`config.mk`:
```
export PLATFORM = sky130hd
export DESIGN_NAME = control_fsm
export DESIGN_NICKNAME = d
export VERILOG_FILES = /design/src/rtl/control_fsm.sv
export SDC_FILE = /design/constraint.sdc
export NUM_CORES = 1
export LEC_CHECK = 0
export CAP_MARGIN = 20
export CORE_AREA = 2 2 79 81
export DETAILED_ROUTE_END_ITERATION = 7
export DIE_AREA = 0 0 81 83
export PLACE_DENSITY_LB_ADDON = 0.1
export SETUP_SLACK_MARGIN = 0.1
export SLEW_MARGIN = 20
export SYNTH_ARGS = -nofsm -noshare
export SYNTH_HDL_FRONTEND = slang
export SYNTH_SLANG_ARGS = --single-unit
```
`constraint.sdc`:
```
create_clock -name clk -period 2.5 [get_ports clk]
set_clock_uncertainty 0.15 [all_clocks]
set_input_delay 0.25 -clock clk [delete_from_list [all_inputs] [get_ports clk]]
set_output_delay 0.25 -clock clk [all_outputs]
set_load 0.005 [all_outputs]
```
`src/rtl/control_fsm.sv`:
```
`default_nettype none
// ----------------------------------------------------------------------------
// control_fsm : multi-cycle RV32I control sequencer with handshaken memory.
// Revision    : 1.0
// ----------------------------------------------------------------------------
module control_fsm #(
    parameter int W       = 32,
    parameter int CNT_W   = 32,
    parameter int TRAP_EN = 1
) (
    input  logic             clk,
    input  logic             rst_n,
    input  logic [W-1:0]     instr,
    input  logic             flag,
    input  logic             mem_ready,
    output logic             IRWrite,
    output logic             PCWrite,
    output logic             AdrSrc,
    output logic             RegWrite,
    output logic             RamWrite,
    output logic [1:0]       ALUSrcA,
    output logic [1:0]       ALUSrcB,
    output logic [1:0]       ALUop,
    output logic [2:0]       IMMsrc,
    output logic [1:0]       ResultSrc,
    output logic [3:0]       state,
    output logic             illegal,
    output logic [CNT_W-1:0] instret
);

    localparam logic [3:0] S_FETCH     = 4'd0;
    localparam logic [3:0] S_DECODE    = 4'd1;
    localparam logic [3:0] S_MEMADR    = 4'd2;
    localparam logic [3:0] S_MEMREAD   = 4'd3;
    localparam logic [3:0] S_MEMWB     = 4'd4;
    localparam logic [3:0] S_MEMWRITE  = 4'd5;
    localparam logic [3:0] S_EXECR     = 4'd6;
    localparam logic [3:0] S_EXECI     = 4'd7;
    localparam logic [3:0] S_ALUWB     = 4'd8;
    localparam logic [3:0] S_BRANCH    = 4'd9;
    localparam logic [3:0] S_JAL       = 4'd10;
    localparam logic [3:0] S_JALR      = 4'd11;
    localparam logic [3:0] S_JALR_LINK = 4'd12;
    localparam logic [3:0] S_LUI       = 4'd13;
    localparam logic [3:0] S_AUIPC     = 4'd14;
    localparam logic [3:0] S_TRAP      = 4'd15;

    localparam logic [6:0] OP_LOAD   = 7'b0000011;
    localparam logic [6:0] OP_STORE  = 7'b0100011;
    localparam logic [6:0] OP_R      = 7'b0110011;
    localparam logic [6:0] OP_I      = 7'b0010011;
    localparam logic [6:0] OP_BRANCH = 7'b1100011;
    localparam logic [6:0] OP_JAL    = 7'b1101111;
    localparam logic [6:0] OP_JALR   = 7'b1100111;
    localparam logic [6:0] OP_LUI    = 7'b0110111;
    localparam logic [6:0] OP_AUIPC  = 7'b0010111;

    localparam logic [CNT_W-1:0] C_ONE = {{(CNT_W-1){1'b0}}, 1'b1};

    logic [3:0]       state_q, state_d;
    logic [CNT_W-1:0] instret_q, instret_d;
    logic [6:0]       opcode;
    logic             ir_wr, pc_wr, reg_wr, ram_wr;
    logic             w_unused_instr;

    assign opcode         = instr[6:0];
    assign w_unused_instr = &{1'b0, instr[W-1:7]};

    always_comb begin
        IMMsrc = 3'b000;
        case (opcode)
            OP_I, OP_LOAD, OP_JALR: IMMsrc = 3'b000;
            OP_STORE:               IMMsrc = 3'b001;
            OP_BRANCH:              IMMsrc = 3'b010;
            OP_LUI, OP_AUIPC:       IMMsrc = 3'b011;
            OP_JAL:                 IMMsrc = 3'b100;
            default:                IMMsrc = 3'b000;
        endcase
    end

    always_comb begin
        state_d   = state_q;
        ir_wr     = 1'b0;
        pc_wr     = 1'b0;
        reg_wr    = 1'b0;
        ram_wr    = 1'b0;
        AdrSrc    = 1'b0;
        ALUSrcA   = 2'b00;
        ALUSrcB   = 2'b00;
        ALUop     = 2'b00;
        ResultSrc = 2'b00;
        case (state_q)
            S_FETCH: begin
                ALUSrcB   = 2'b10;
                ResultSrc = 2'b10;
                ir_wr     = mem_ready;
                pc_wr     = mem_ready;
                if (mem_ready) state_d = S_DECODE;
            end
            S_DECODE: begin
                ALUSrcA = 2'b01;
                ALUSrcB = 2'b01;
                case (opcode)
                    OP_LOAD, OP_STORE: state_d = S_MEMADR;
                    OP_R:              state_d = S_EXECR;
                    OP_I:              state_d = S_EXECI;
                    OP_BRANCH:         state_d = S_BRANCH;
                    OP_JAL:            state_d = S_JAL;
                    OP_JALR:           state_d = S_JALR;
                    OP_LUI:            state_d = S_LUI;
                    OP_AUIPC:          state_d = S_AUIPC;
                    default:           state_d = (TRAP_EN != 0) ? S_TRAP : S_FETCH;
                endcase
            end
            S_MEMADR: begin
                ALUSrcA = 2'b10;
                ALUSrcB = 2'b01;
                state_d = (opcode == OP_STORE) ? S_MEMWRITE : S_MEMREAD;
            end
            S_MEMREAD: begin
                AdrSrc = 1'b1;
                if (mem_ready) state_d = S_MEMWB;
            end
            S_MEMWB: begin
                ResultSrc = 2'b01;
                reg_wr    = 1'b1;
                state_d   = S_FETCH;
            end
            S_MEMWRITE: begin
                AdrSrc = 1'b1;
                ram_wr = 1'b1;
                if (mem_ready) state_d = S_FETCH;
            end
            S_EXECR: begin
                ALUSrcA = 2'b10;
                ALUop   = 2'b10;
                state_d = S_ALUWB;
            end
            S_EXECI: begin
                ALUSrcA = 2'b10;
                ALUSrcB = 2'b01;
                ALUop   = 2'b10;
                state_d = S_ALUWB;
            end
            S_AUIPC: begin
                ALUSrcA = 2'b01;
                ALUSrcB = 2'b01;
                state_d = S_ALUWB;
            end
            S_ALUWB: begin
                reg_wr  = 1'b1;
                state_d = S_FETCH;
            end
            S_BRANCH: begin
                ALUSrcA = 2'b10;
                ALUop   = 2'b01;
                pc_wr   = flag;
                state_d = S_FETCH;
            end
            S_JAL: begin
                ALUSrcA = 2'b01;
                ALUSrcB = 2'b10;
                pc_wr   = 1'b1;
                state_d = S_ALUWB;
            end
            // Target computed from rs1 before the link write, so rd==rs1 is safe
            S_JALR: begin
                ALUSrcA   = 2'b10;
                ALUSrcB   = 2'b01;
                ALUop     = 2'b11;
                ResultSrc = 2'b10;
                pc_wr     = 1'b1;
                state_d   = S_JALR_LINK;
            end
            S_JALR_LINK: begin
                ALUSrcA   = 2'b01;
                ALUSrcB   = 2'b10;
                ResultSrc = 2'b10;
                reg_wr    = 1'b1;
                state_d   = S_FETCH;
            end
            S_LUI: begin
                ResultSrc = 2'b11;
                reg_wr    = 1'b1;
                state_d   = S_FETCH;
            end
            S_TRAP:  state_d = S_TRAP;
            default: state_d = S_FETCH;
        endcase
    end

    always_comb begin
        instret_d = instret_q;
        if ((state_q != S_FETCH) && (state_d == S_FETCH)) instret_d = instret_q + C_ONE;
    end

    always_ff @(posedge clk or negedge rst_n) begin
        if (!rst_n) begin
            state_q   <= S_FETCH;
            instret_q <= '0;
        end else begin
            state_q   <= state_d;
            instret_q <= instret_d;
        end
    end

    // Strobes are held off while reset is asserted, even though FETCH would raise them
    assign IRWrite  = ir_wr  & rst_n;
    assign PCWrite  = pc_wr  & rst_n;
    assign RegWrite = reg_wr & rst_n;
    assign RamWrite = ram_wr & rst_n;
    assign state    = state_q;
    assign illegal  = (state_q == S_TRAP);
    assign instret  = instret_q;

endmodule
`default_nettype wire
```
# Word level (Yosys, flattened, before mapping)
# Index checks and enable logic that the tools add are counted.
[totals]
register_bits = 36
inputBits = 36
output_inout_bits = 53
[classes]
add_sub_neg = 1
eq_ne = 24
n_mux = 16
n_bitwise = 4
reduce_logical = 17
[ops]
columns = ["op", "n"]
rows = [
  ["4-bit one-hot mux with 9 select lines", 1],
  ["32-bit by 1-bit adder with 32-bit output, second input constant", 1],
  ["4-bit equality test, second input constant", 8],
  ["4-bit one-hot mux with 8 select lines", 1],
  ["7-bit by 6-bit equality test with 1-bit output, second input constant", 3],
  ["7-bit equality test, second input constant", 3],
  ["4-bit by 3-bit equality test with 1-bit output, second input constant", 4],
  ["5-bit OR reduction", 3],
  ["7-bit by 5-bit equality test with 1-bit output, second input constant", 2],
  ["4-bit two-way mux", 3],
  ["2-bit one-hot mux with 3 select lines", 2],
  ["3-bit one-hot mux with 4 select lines", 1],
  ["4-bit OR reduction", 3],
  ["2-bit OR reduction", 5],
  ["4-bit by 2-bit equality test with 1-bit output, second input constant", 2],
  ["4-bit logical NOT", 2],
  ["2-bit one-hot mux with 2 select lines", 2],
  ["7-bit by 2-bit equality test with 1-bit output, second input constant", 1],
  ["3-bit OR reduction", 2],
  ["1-bit bitwise AND", 4],
  ["4-bit by 1-bit equality test with 1-bit output, second input constant", 1],
  ["1-bit two-way mux", 4],
  ["4-bit nonzero test", 1],
  ["3-bit two-way mux", 1],
  ["other kinds (2)", 2],
]

# Longest topological paths before layout
[depth]
word_depth = 6
mapped_depth = 9
mapped_depth_nobuf = 6

# Worst setup path after synthesis
# OpenSTA, ideal clock, no wires.
[synth_path]
kind = "in2reg"
startpoint = "input instr[2]"
endpoint = "register instret_q[25], in the netlist instret[25]"
setup_ns = 0.079
arrival_ns = 2.398
path_slack_ns = -0.128
stages = 9
path_cell_list = "clkbuf_1 -> or3b_2 -> o211ai_1 -> o221ai_2 -> or4_1 -> buf_2 -> buf_6 -> nor4_2 -> xor2_1"
[synth_between]
elab_chain_cells = 6
elab_cells_between_ends = 15
cone_classes = "eq/ne (9); mux (3); reduce/logical (3)"
[synth_rtl]
columns = ["element", "line", "source"]
rows = [
  ["start: declaration", "13", "input logic [W-1:0] instr,"],
  ["7-bit by 6-bit equality test with 1-bit output / 7-bit by 2-bit equality test with 1-bit output (equally long branches)", "103, 118", ""],
  ["2-bit OR reduction", "103", "case (opcode)"],
  ["4-bit one-hot mux with 8 select lines", "103", ""],
  ["4-bit one-hot mux with 9 select lines (*)", "92", "case (state_q)"],
  ["named net state_d[1]", "60", "logic [3:0] state_q, state_d;"],
  ["4-bit logical NOT (*)", "194", "if ((state_q != S_FETCH) && (state_d == S_FETCH)) instret_d = instret_q + C_ONE;"],
  ["1-bit logical AND (*)", "194", ""],
  ["end signal: assignment", "203", "instret_q <= instret_d;"],
  ["end: declaration", "61", "logic [CNT_W-1:0] instret_q, instret_d;"],
]
# Mark *: on every way through the listed nets, which the timed path passes. The rest lies on a longest branch.
# A chain may end at the register's enable or synchronous reset.

# Worst setup path after layout
[layout_path]
startpoint = "input instr[3]"
endpoint = "register instret_q[26], in the netlist instret[26]"
[layout_between]
elab_chain_cells = 6
elab_cells_between_ends = 15
cone_classes = "eq/ne (9); mux (3); reduce/logical (3)"
[layout_rtl]
columns = ["element", "line"]
rows = [
  ["7-bit by 6-bit equality test with 1-bit output / 7-bit by 2-bit equality test with 1-bit output (equally long branches)", "103, 118"],
  ["2-bit OR reduction", "103"],
  ["4-bit one-hot mux with 8 select lines", "103"],
  ["4-bit one-hot mux with 9 select lines (*)", "92"],
  ["4-bit logical NOT (*)", "194"],
  ["1-bit logical AND (*)", "194"],
]
# Every way passes the cells marked *; elsewhere a longest branch is shown, timed or not.

==> run metrics <==
outcome finished, final reports clean; First-pass DRT Iterations 4; CTS tree done; worst setup path category input pin to flop; Max FO, Critical Path 6; total power 3.599 mW; Tightest Pin Transition 512.7 ps; DR DRC count 0; dpl cells 400; Clock Power Share roughly an eighth; clock latency on the worst-skew pair 290 ps; r2r startpoint state[3]; Yosys reg bits 36; DR WL met2 3240 um; Reg clk slew, reported paths 70 ps; Most used DFF post-synth dfrtp_1; endpoints failing hold 0; Post-DP Area 3352 sq um; RSZ-0062 raised after global routing true; Util after Layout 64.50%; critical path endpoint category flop; global-route wire length before repair 10,510 um; Nets 383; max_cap viols 0; Logic pwr share 65.1%; r2r setup slk 160 ps; IO Pins 89; P_int 2.178 mW; DR WL met3 235 um; ys async rst share 100.0%; maximum VDD drop approximately 0.63 mV; clk root buf clkbuf_8; WL final roughly 6300 um; full die area between 6000 and 7000 sq um; Setup crit start instr[3]; aggregate global routing overflow 0; Gate Count Post-Synth 242; Total GRT Usage between 10% and 20%; Switching Share 39.48%; R2R depth 8; CTS H-Tree Depth 2; Metal-1 WL between 2000 and 3000 um; Area Growth Syn to Fin 68.90%; DP Wirelength 4426 um; Critical Path Start Type input pin; DR vias 2,192; reg2reg end instret[26]; Syn Area/Cell 9.177 sq um; Post-Layout Inst Area between 3000 and 4000 sq um; CTS Buf Count 5; Net Switching 1.421 mW; final worst-path cycle share 94.38%; layout cells sized above 1 31.99%; Pleak roughly 1.7 nW; worst path required time 2560 ps; Fmax 423.8 MHz; count of cell types in the netlist 46; initial antenna violation count 0; chip width 81 um; Post-Syn Nets 279; synth warn 0; Seq/Total Area, Yosys 40.56%; vias in the first global route ~2,200; Fillers 492; die extent in y about 83 um; DRT antenna net count 0; highest routing layer actually used met4; Flop pwr share 23.2%; Site Rows 28; DR WL/cell 14.90 um; hold crit path type input pin to flop; gp weighted congestion ~0.84; # port buffers 63; total core area 5816 sq um; final setup vio count 0; crit path DAT ~2400 ps; worst setup path endpoint instret[26]; fin. max-slew vios 0; CTS sink cnt 36; Starting Density 38.19%; Post-Layout Cell Count 422; vias per std cell 5.194; Post-synth EDFFs 0; Post-Syn Area 2221 sq um; maximum number of pins on one net before global-route repair 37; ANT cells 0; Max Buffers Root-to-Sink 2; Final min period 2359 ps; Rel. slew slack 65.64%; drt initial violations 52; power density cells 959.4 nW/um^2
-- sequential cells by signal (all words and copies together) (netlist names) --
name and flops:
instret 32, state 4
-- power groups by stage --
stage,Combinational (mW),Clock (mW),Sequential [mW]
3_5_place_dp,1.70,0,0.813
4_1_cts,2.22,0.440,0.821
3_3_place_gp,1.69,0,0.814
6_report,2.34,0.424,0.833
5_1_grt,2.49,0.473,0.854
2_1_floorplan,1.08,0,0.760
-- logic make-up after synthesis --
group | Yosys count | share of synthesized area (%)
buffers and inverters | 24 | 4.563
adders and majority gates | 1 | 0.5633
xor gates and xnor gates | 34 | 13.41
and+or+nand+nor | 115 | 30.70
AOI/OAI and AO/OA | 30 | 9.239
muxes | 2 | 0.9577
DFF | 36 | 40.56
-- per-layer routing --
layer,global-route usage [%],vias to the layer above
met2,34.41,49
li1,-,1077
met3,2.935,6
met1,24.41,1060
met4,6.934,0
met5,0,-
-- cell usage after synthesis (all sizes together) (4+ instances only) --
library cell,instances,area [sq um]
dfrtp,36,900.9
xor2,28,245.2
nand2,25,93.84
nor3,20,100.1
nand3,13,65.06
nor2,13,48.80
nor4,13,152.7
inv,9,33.78
a21oi,8,40.04
buf,8,41.28
clkbuf,7,26.28
o21ai,7,35.03
nand4,6,37.54
xnor2,6,52.55
and2,4,25.02
and3,4,25.02
-- timing repair --
item | 4_1_cts | 5_1_grt
pin swaps | 13 | 4
hold buffers | 1 | 0
setup endpoints to repair | 41 | 35
endpoints found under the hold margin | 36 | 0
resized for setup | 43 | 22
gates cloned | 2 | 0
buffers inserted | 9 | 2
-- worst min path at each step --
stage	start	slack, ps	endpoint	cells past startpoint
5_1_grt	instr[2]	280	state[1]	4
3_5_place_dp	rst_n	240	instret[3]	2
4_1_cts	instr[2]	260	state[1]	4
3_3_place_gp	rst_n	250	instret[3]	2
6_report	instr[2]	270	state[1]	4
2_1_floorplan	rst_n	-200	instret[0]	0
-- worst max-delay path, cell delays in order --
cell and delay [ps]:
buf_2 100, or4bb_4 570, o31ai_4 230, nand2_1 100, or4_4 550, buf_12 180, buf_16 140, nor4_4 130
xor2_1 160
-- stage by stage --
stage | setup TNS (ps) | worst slack (ps) | hold WS [ps]
finish | 0 | 140.5 | 269.1
global route | 0 | 27.76 | 275.4
CTS | 0 | 80.36 | 260.6
detailed placement | -23350 | -780.4 | 244.9
global placement | -22210 | -726.6 | 247.5
floorplan | 0 | 44.85 | -195.6
-- cells in the final DEF, fill, tap and decap left out, types with 4 or more instances in the layout --
master           synthesis  final
xnor2_1                  6      6
buf_12                   0      5
buf_2                    3      5
nor3_2                   0     13
and2_1                   4      4
nand4_1                  6      6
nand2_1                 25     25
o21ai_0                  7      6
dfrtp_2                  0      5
a21oi_1                  8      8
inv_1                    9      8
clkbuf_8                 0      6
nand3_1                 13     13
nor3_4                   0      4
xor2_1                  28     27
clkdlybuf4s50_1          0     53
buf_6                    1      8
nor2_1                  13     12
dfrtp_1                 36     31
nor4_4                   1     11
buf_4                    0     34
-- area by class of cell --
cell class                      instances  area, sq um  share of cell area, %
Clock buffer                            8        90.09                  2.402
Inverter                                9        33.78                 0.9006
Multi-Input combinational cell        182         1521                  40.56
Sequential cell                        36        907.1                  24.18
Tap cell                               75        93.84                  2.502
Timing Repair Buffer                  112         1105                  29.45
No activity file was read; power rests on OpenSTA's default activity.
